## config.mk

```make
export PLATFORM = sky130hd
export DESIGN_NAME = screen_sequencer_flat
export DESIGN_NICKNAME = d
export VERILOG_FILES = /design/src/rtl/screen_sequencer_if.sv /design/src/rtl/screen_sequencer.sv /design/src/flat_wrapper.sv
export SDC_FILE = /design/constraint.sdc
export NUM_CORES = 1
export LEC_CHECK = 0
export CELL_PAD_IN_SITES_DETAIL_PLACEMENT = 0
export CELL_PAD_IN_SITES_GLOBAL_PLACEMENT = 1
export CORE_MARGIN = 4
export CORE_UTILIZATION = 38
export CTS_BUF_LIST = sky130_fd_sc_hd__clkbuf_16
export DETAILED_ROUTE_END_ITERATION = 8
export HOLD_SLACK_MARGIN = 0.05
export PLACE_DENSITY = 0.76
export SETUP_SLACK_MARGIN = 0.15
export SLEW_MARGIN = 20
export SYNTH_ARGS = -nofsm -noshare
export SYNTH_HDL_FRONTEND = slang
export SYNTH_SLANG_ARGS = --single-unit
```

## constraint.sdc

```tcl
create_clock -name clk -period 2 [get_ports clk]
set_input_delay 0.3 -clock clk [delete_from_list [all_inputs] [get_ports clk]]
set_output_delay 0.3 -clock clk [all_outputs]
set_load 0.005 [all_outputs]
```

## src/rtl/screen_sequencer_if.sv

```systemverilog
// screen_sequencer_if: button/frame event inputs and screen-control outputs
// of the menu screen sequencer, grouped for connection as a single port.
interface screen_sequencer_if;
  logic       frame_tick;
  logic       left_tick;
  logic       right_tick;
  logic       select_tick;
  logic       back_tick;
  logic [2:0] cursor_index;
  logic [9:0] cursor_x;
  logic       pinta_pantalla_principal;
  logic       pinta_pantalla_opcion;
  logic [2:0] opcion_activa;
  logic       cerrar;
  logic       nuevo;

  // Event source side (board inputs / bench)
  modport master (
    output frame_tick, left_tick, right_tick, select_tick, back_tick,
    input  cursor_index, cursor_x, pinta_pantalla_principal,
           pinta_pantalla_opcion, opcion_activa, cerrar, nuevo
  );

  // Sequencer side
  modport slave (
    input  frame_tick, left_tick, right_tick, select_tick, back_tick,
    output cursor_index, cursor_x, pinta_pantalla_principal,
           pinta_pantalla_opcion, opcion_activa, cerrar, nuevo
  );
endinterface

```

## src/rtl/screen_sequencer.sv

```systemverilog
// screen_sequencer: frame-synchronous menu state machine (BLANK/MENU/OPTION/
// CLOSE). Button ticks are collected into a single pending event that is
// applied on the next frame_tick. Idle frames in MENU time out to BLANK.
// Optional macro CURSOR_WRAP_EN: cursor wraps 4->0 / 0->4 instead of
// saturating at the ends.
module screen_sequencer #(
  parameter int unsigned TIMEOUT_FRAMES = 1800
) (
  input  logic          clk,
  input  logic          reset,
  screen_sequencer_if.slave bus
);

  localparam logic [10:0] LP_TIMEOUT = TIMEOUT_FRAMES[10:0];

  typedef enum logic [1:0] {
    ST_BLANK,
    ST_MENU,
    ST_OPTION,
    ST_CLOSE
  } state_t;

  typedef enum logic [2:0] {
    EV_NONE,
    EV_LEFT,
    EV_RIGHT,
    EV_BACK,
    EV_SELECT
  } event_t;

  state_t      r_state;
  event_t      r_pend;
  logic [10:0] r_idle;
  logic [2:0]  r_cursor;
  logic [9:0]  r_cursor_x;
  logic        r_principal;
  logic        r_opcion;
  logic [2:0]  r_opcion_activa;
  logic        r_cerrar;
  logic        r_nuevo;

  event_t      w_tick_ev;
  event_t      w_base;
  event_t      w_pend_next;
  logic [2:0]  w_cur_up;
  logic [2:0]  w_cur_dn;
  logic [10:0] w_idle_inc;

  function automatic logic [9:0] cursor_pos(input logic [2:0] idx);
    logic [9:0] pos;
    case (idx)
      3'd0:    pos = 10'd16;
      3'd1:    pos = 10'd93;
      3'd2:    pos = 10'd180;
      3'd3:    pos = 10'd480;
      3'd4:    pos = 10'd557;
      default: pos = 10'd16;
    endcase
    return pos;
  endfunction

  // Strongest event among this cycle's ticks; opposing moves cancel out
  always_comb begin
    w_tick_ev = EV_NONE;
    if (bus.select_tick)
      w_tick_ev = EV_SELECT;
    else if (bus.back_tick)
      w_tick_ev = EV_BACK;
    else if (bus.left_tick && !bus.right_tick)
      w_tick_ev = EV_LEFT;
    else if (bus.right_tick && !bus.left_tick)
      w_tick_ev = EV_RIGHT;
  end

  // Merge into pending slot: frame_tick consumes the old slot first, so a
  // tick on the frame edge lands in an empty slot for the following frame
  always_comb begin
    w_base      = bus.frame_tick ? EV_NONE : r_pend;
    w_pend_next = w_base;
    case (w_tick_ev)
      EV_SELECT: w_pend_next = EV_SELECT;
      EV_BACK:   if (w_base != EV_SELECT) w_pend_next = EV_BACK;
      EV_LEFT, EV_RIGHT:
        if (w_base != EV_SELECT && w_base != EV_BACK) w_pend_next = w_tick_ev;
      default: ;
    endcase
  end

  // Neighbour cursor positions and next idle count
  always_comb begin
`ifdef CURSOR_WRAP_EN
    w_cur_up = (r_cursor == 3'd4) ? '0    : r_cursor + 3'd1;
    w_cur_dn = (r_cursor == 3'd0) ? 3'd4  : r_cursor - 3'd1;
`else
    w_cur_up = (r_cursor == 3'd4) ? 3'd4  : r_cursor + 3'd1;
    w_cur_dn = (r_cursor == 3'd0) ? 3'd0  : r_cursor - 3'd1;
`endif
    w_idle_inc = r_idle + 11'd1;
  end

  // Screen FSM with registered outputs and pending-event register
  always_ff @(posedge clk or posedge reset) begin
    if (reset) begin
      r_state         <= ST_BLANK;
      r_pend          <= EV_NONE;
      r_idle          <= '0;
      r_cursor        <= '0;
      r_cursor_x      <= 10'd16;
      r_principal     <= 1'b0;
      r_opcion        <= 1'b0;
      r_opcion_activa <= '0;
      r_cerrar        <= 1'b0;
      r_nuevo         <= 1'b0;
    end else begin
      r_pend   <= w_pend_next;
      r_nuevo  <= 1'b0;
      r_cerrar <= 1'b0;
      case (r_state)
        ST_BLANK: begin
          if (bus.frame_tick && r_pend != EV_NONE) begin
            r_state     <= ST_MENU;
            r_principal <= 1'b1;
            r_cursor    <= '0;
            r_cursor_x  <= 10'd16;
            r_nuevo     <= 1'b1;
            r_idle      <= '0;
          end
        end
        ST_MENU: begin
          if (bus.frame_tick) begin
            r_idle <= '0;
            case (r_pend)
              EV_NONE: begin
                if (w_idle_inc == LP_TIMEOUT) begin
                  r_state     <= ST_BLANK;
                  r_principal <= 1'b0;
                end else begin
                  r_idle <= w_idle_inc;
                end
              end
              EV_LEFT: begin
                r_cursor   <= w_cur_dn;
                r_cursor_x <= cursor_pos(w_cur_dn);
              end
              EV_RIGHT: begin
                r_cursor   <= w_cur_up;
                r_cursor_x <= cursor_pos(w_cur_up);
              end
              EV_SELECT: begin
                r_state         <= ST_OPTION;
                r_opcion_activa <= r_cursor;
                r_principal     <= 1'b0;
                r_opcion        <= 1'b1;
              end
              default: ;
            endcase
          end
        end
        ST_OPTION: begin
          if (bus.frame_tick && r_pend == EV_BACK) begin
            r_state    <= ST_CLOSE;
            r_opcion   <= 1'b0;
            r_cerrar   <= 1'b1;
            r_cursor   <= '0;
            r_cursor_x <= 10'd16;
          end
        end
        ST_CLOSE: begin
          r_state     <= ST_MENU;
          r_principal <= 1'b1;
          r_idle      <= '0;
        end
        default: r_state <= ST_BLANK;
      endcase
    end
  end

  assign bus.cursor_index             = r_cursor;
  assign bus.cursor_x                 = r_cursor_x;
  assign bus.pinta_pantalla_principal = r_principal;
  assign bus.pinta_pantalla_opcion    = r_opcion;
  assign bus.opcion_activa            = r_opcion_activa;
  assign bus.cerrar                   = r_cerrar;
  assign bus.nuevo                    = r_nuevo;

endmodule

```

## src/flat_wrapper.sv

```systemverilog
// flat-port wrapper written by rule: the top's interface ports become plain ports
module screen_sequencer_flat 
#(
  parameter int unsigned TIMEOUT_FRAMES = 1800
)
  (clk, reset, bus_frame_tick, bus_left_tick, bus_right_tick, bus_select_tick, bus_back_tick, bus_cursor_index, bus_cursor_x, bus_pinta_pantalla_principal, bus_pinta_pantalla_opcion, bus_opcion_activa, bus_cerrar, bus_nuevo);
  screen_sequencer_if bus_i ();
  input  logic clk;
  input  logic reset;
  input wire logic [$bits(bus_i.frame_tick)-1:0] bus_frame_tick;
  input wire logic [$bits(bus_i.left_tick)-1:0] bus_left_tick;
  input wire logic [$bits(bus_i.right_tick)-1:0] bus_right_tick;
  input wire logic [$bits(bus_i.select_tick)-1:0] bus_select_tick;
  input wire logic [$bits(bus_i.back_tick)-1:0] bus_back_tick;
  output wire logic [$bits(bus_i.cursor_index)-1:0] bus_cursor_index;
  output wire logic [$bits(bus_i.cursor_x)-1:0] bus_cursor_x;
  output wire logic [$bits(bus_i.pinta_pantalla_principal)-1:0] bus_pinta_pantalla_principal;
  output wire logic [$bits(bus_i.pinta_pantalla_opcion)-1:0] bus_pinta_pantalla_opcion;
  output wire logic [$bits(bus_i.opcion_activa)-1:0] bus_opcion_activa;
  output wire logic [$bits(bus_i.cerrar)-1:0] bus_cerrar;
  output wire logic [$bits(bus_i.nuevo)-1:0] bus_nuevo;
  assign bus_i.frame_tick = bus_frame_tick;
  assign bus_i.left_tick = bus_left_tick;
  assign bus_i.right_tick = bus_right_tick;
  assign bus_i.select_tick = bus_select_tick;
  assign bus_i.back_tick = bus_back_tick;
  assign bus_cursor_index = bus_i.cursor_index;
  assign bus_cursor_x = bus_i.cursor_x;
  assign bus_pinta_pantalla_principal = bus_i.pinta_pantalla_principal;
  assign bus_pinta_pantalla_opcion = bus_i.pinta_pantalla_opcion;
  assign bus_opcion_activa = bus_i.opcion_activa;
  assign bus_cerrar = bus_i.cerrar;
  assign bus_nuevo = bus_i.nuevo;
  screen_sequencer #(.TIMEOUT_FRAMES(TIMEOUT_FRAMES)) u_core (.clk(clk), .reset(reset), .bus(bus_i));
endmodule
```

==> results.md <==
- RR Startpoint: u_core.r_idle[4]
- Root buf cell: clkbuf_16
- Commonest non-fill, non-tap cell in the layout: buf_4
- Tcrit/Tclk final: 0.996
- Most frequent cells in the layout: 52 x buf_4, 30 x nand2_1, 29 x dfrtp_1
- Final Skew: 7.25 ps
- Routing usage on met1: 0.248
- Die area: around 7500 µm²
- Overflow after GRT: 0
- GRT Overall Usage: 0.169
- Clock Path Buffers: 2
- Setup crit start kind: flip-flop
- 1st-pass router iterations: 4
- Area grow syn2layout: 48.7%
- Avg Inst Size Synth: 8.42 µm²
- Num rows: 28
- Met3 usage: 0.0238
- Worst Setup End Kind: flip-flop
- Vias in the first global route: 2099
- GRT Max-Usage Layer: met2
- Detailed placer's ending HPWL: between 4000 and 5000 µm
- Mapped Cells: ~280
- Multi-input logic area: 1610 µm²
- Crit path required time: approximately 2100 ps
- Clk_lat worst skew: 270 ps
- Critical Path Sink: u_core.r_idle[8]
- Tmin final: 1990 ps
- Met2 Resource Use GR: 0.257
- Reg area: around 860 µm²
- H-Tree Depth: 2
- Core area: roughly 6000 µm²
- Ys flop type: dfrtp_1
- Diode count: 0
- Hold Slack: between 400 and 500 ps
- Setup crit start: u_core.r_idle[4]
- PD cells: 1110 nW/µm²
- Reg2reg end: u_core.r_idle[8]
- Cts bufs inserted: 5
- Vias: around 2300
- Worst path arrival time: between 2000 and 2500 ps
- Layout cells sized above 1: 0.348
- Fin nets: 379
- Antenna violations before repair: 0
- Seq cells post-synth: 34
- Die Y: approximately 87 µm
- Antenna-violating nets left: 0
- CTS tree: built
- Die width: a little under 90 µm
- Gpl congestion: roughly 0.85
- Outcome: completed
- Lkg Pwr: approximately 1.5 nW
- FF-to-FF setup slack: approximately 8.2 ps
- Dpl cells: between 400 and 500
- Slew Viols, Final: 0
- Port bufs: 25
- Syn Std Cell Area: ~2300 µm²
- Final setup violation count: 0
- Hold_buf cts: 0
- Fin Setup TNS: 0 ps
- Largest net degree at the start of global routing: 35
- Net count after synthesis: 300
- First-pass GRT wire length: ~10000 µm
- Cell variety after synth: between 50 and 60
- Sequential-to-total area share from yosys stat: 0.363
- Synth Warn #: 0
- Final Routed Wirelength: around 6200 µm
- Starting DRT DRC Count: 146
- Maximum clock rate: 0.502 GHz
- Crit-path max FO: 6
- Clk slew on worst S/H paths: around 60 ps
- I/O Pins: 27
- Via/cell ratio: between 5 and 6
- Number of synthesized flops with an enable pin: 0
- Initial Utilization: 0.394
- Async set-reset flop share out of synthesis: 1.00
- RSZ-0062 raised after global routing: yes
- WL per Instance: 14.3 µm
- CTS Sinks: 34
- Worst VDD drop: ~0.00063 V
- R2R cell count: 7
- Worst setup path category: reg2reg
- Drt drc: 0
- Fill cells: about 550
- Final hold viol count: 0
- HP Class: in2async
- Layout Cells excl Fill: 434
- Maxcap violations: 0
worst min-delay path by stage:
| stage | startpoint | end | slack (ps) | depth (start not counted) |
|---|---|---|---|---|
| finish | reset | u_core.r_idle[9] | 440 | 3 |
| global route | reset | u_core.r_idle[9] | 490 | 3 |
| global placement | u_core.bus.cursor_x[9] | u_core.bus.cursor_x[9] | 460 | 2 |
| CTS | reset | u_core.r_idle[9] | 460 | 3 |
| floorplan | bus_select_tick | u_core.r_pend[0] | 360 | 1 |
| detailed placement | u_core.bus.cursor_x[6] | u_core.bus.cursor_x[6] | 480 | 2 |
synthesized netlist by cell type, types with 2 or more instances:
cell	count	area (µm²)
a211oi_1	2	15.0
a21o_1	2	15.0
a21oi_1	8	40.0
a22oi_1	2	15.0
a31oi_1	2	12.5
and3_1	5	31.3
buf_2	5	25.0
buf_4	3	22.5
clkbuf_1	6	22.5
dfrtp_1	33	826
ha_1	14	175
inv_1	16	60.1
mux2i_1	4	40.0
nand2_1	37	139
nand2b_1	3	18.8
nand3_1	12	60.1
nand3b_1	3	22.5
nor2_1	23	86.3
nor2b_1	5	31.3
nor3_1	6	30.0
nor3b_1	2	15.0
nor4_1	2	12.5
o211ai_1	11	82.6
o21ai_0	33	165
o22ai_1	2	12.5
o31ai_1	5	37.5
o41ai_1	3	26.3
or2_2	3	18.8
xor2_1	2	17.5
what timing repair did:
item,in CTS,in global routing
buffers inserted,8,9
gates cloned,2,0
hold endpoints to repair,0,0
pin swaps,9,23
setup endpoints to repair,24,24
resized for setup,20,46
registers in the layout, indices dropped and copies added, names as in the netlist:
signal,cells
u_core.bus.pinta_pantalla_opcion,1
u_core.r_pend,3
u_core.r_state,2
u_core.bus.nuevo,1
u_core.bus.opcion_activa,3
u_core.bus.pinta_pantalla_principal,1
u_core.bus.cerrar,1
u_core.bus.cursor_x,8
u_core.r_idle,11
u_core.bus.cursor_index,3
cell type report:
cell class,instances,area share
timing repair buffer,85,0.212
sequential,34,0.245
clock buffer,5,0.0358
multi-input combinational,216,0.460
clock inverter,3,0.00322
tap,75,0.0269
inverter,16,0.0172
per-layer routing:
metal  part of all wire  up-vias
li1                   -     1162
met1               0.48     1089
met2               0.47       54
met3              0.034       10
met4              0.016        0
met5                  0        -
kinds of logic (layout without fill, tap and decap cells):
kind of cell    count (synthesis)  after routing  share of synthesized area
flops                          34             34                      0.363
simple gates                  109            110                      0.226
mux                             5              5                     0.0218
xor+xnor                        3              3                     0.0112
buf+inv                        30            109                     0.0554
other cells                     1              1                    0.00160
compound gates                 83             83                      0.247
fa+ha+maj                      14             14                     0.0746
critical path: stages (launching register included):
cell and delay, ps:
dfrtp_1 410, nand3_2 100, or4_4 540, a21boi_4 170, o22ai_4 150, buf_6 150, o211ai_1 210, o211ai_1 130
per-stage QoR:
stage           util  area (µm²)  setup slack [ps]  total power [mW]
2_1_floorplan      -        2450              64.7              2.03
3_3_place_gp   0.509        3030              -158              2.67
3_5_place_dp   0.509        3030              -192              2.69
4_1_cts        0.552        3290              13.3              3.60
5_1_grt        0.587        3490             -56.2              4.15
6_report       0.587        3490              8.19              3.87
report_power, final:
group | total (mW) | internal (mW) | leakage [nW] | switching (mW)
Sequential | 0.972 | 0.838 | 0.445 | 0.134
Combinational | 2.18 | 1.13 | 0.979 | 1.05
Clock | 0.718 | 0.448 | 0.0738 | 0.270
Total | 3.87 | 2.41 | 1.50 | 1.46
(Power assumes the default switching activity.)
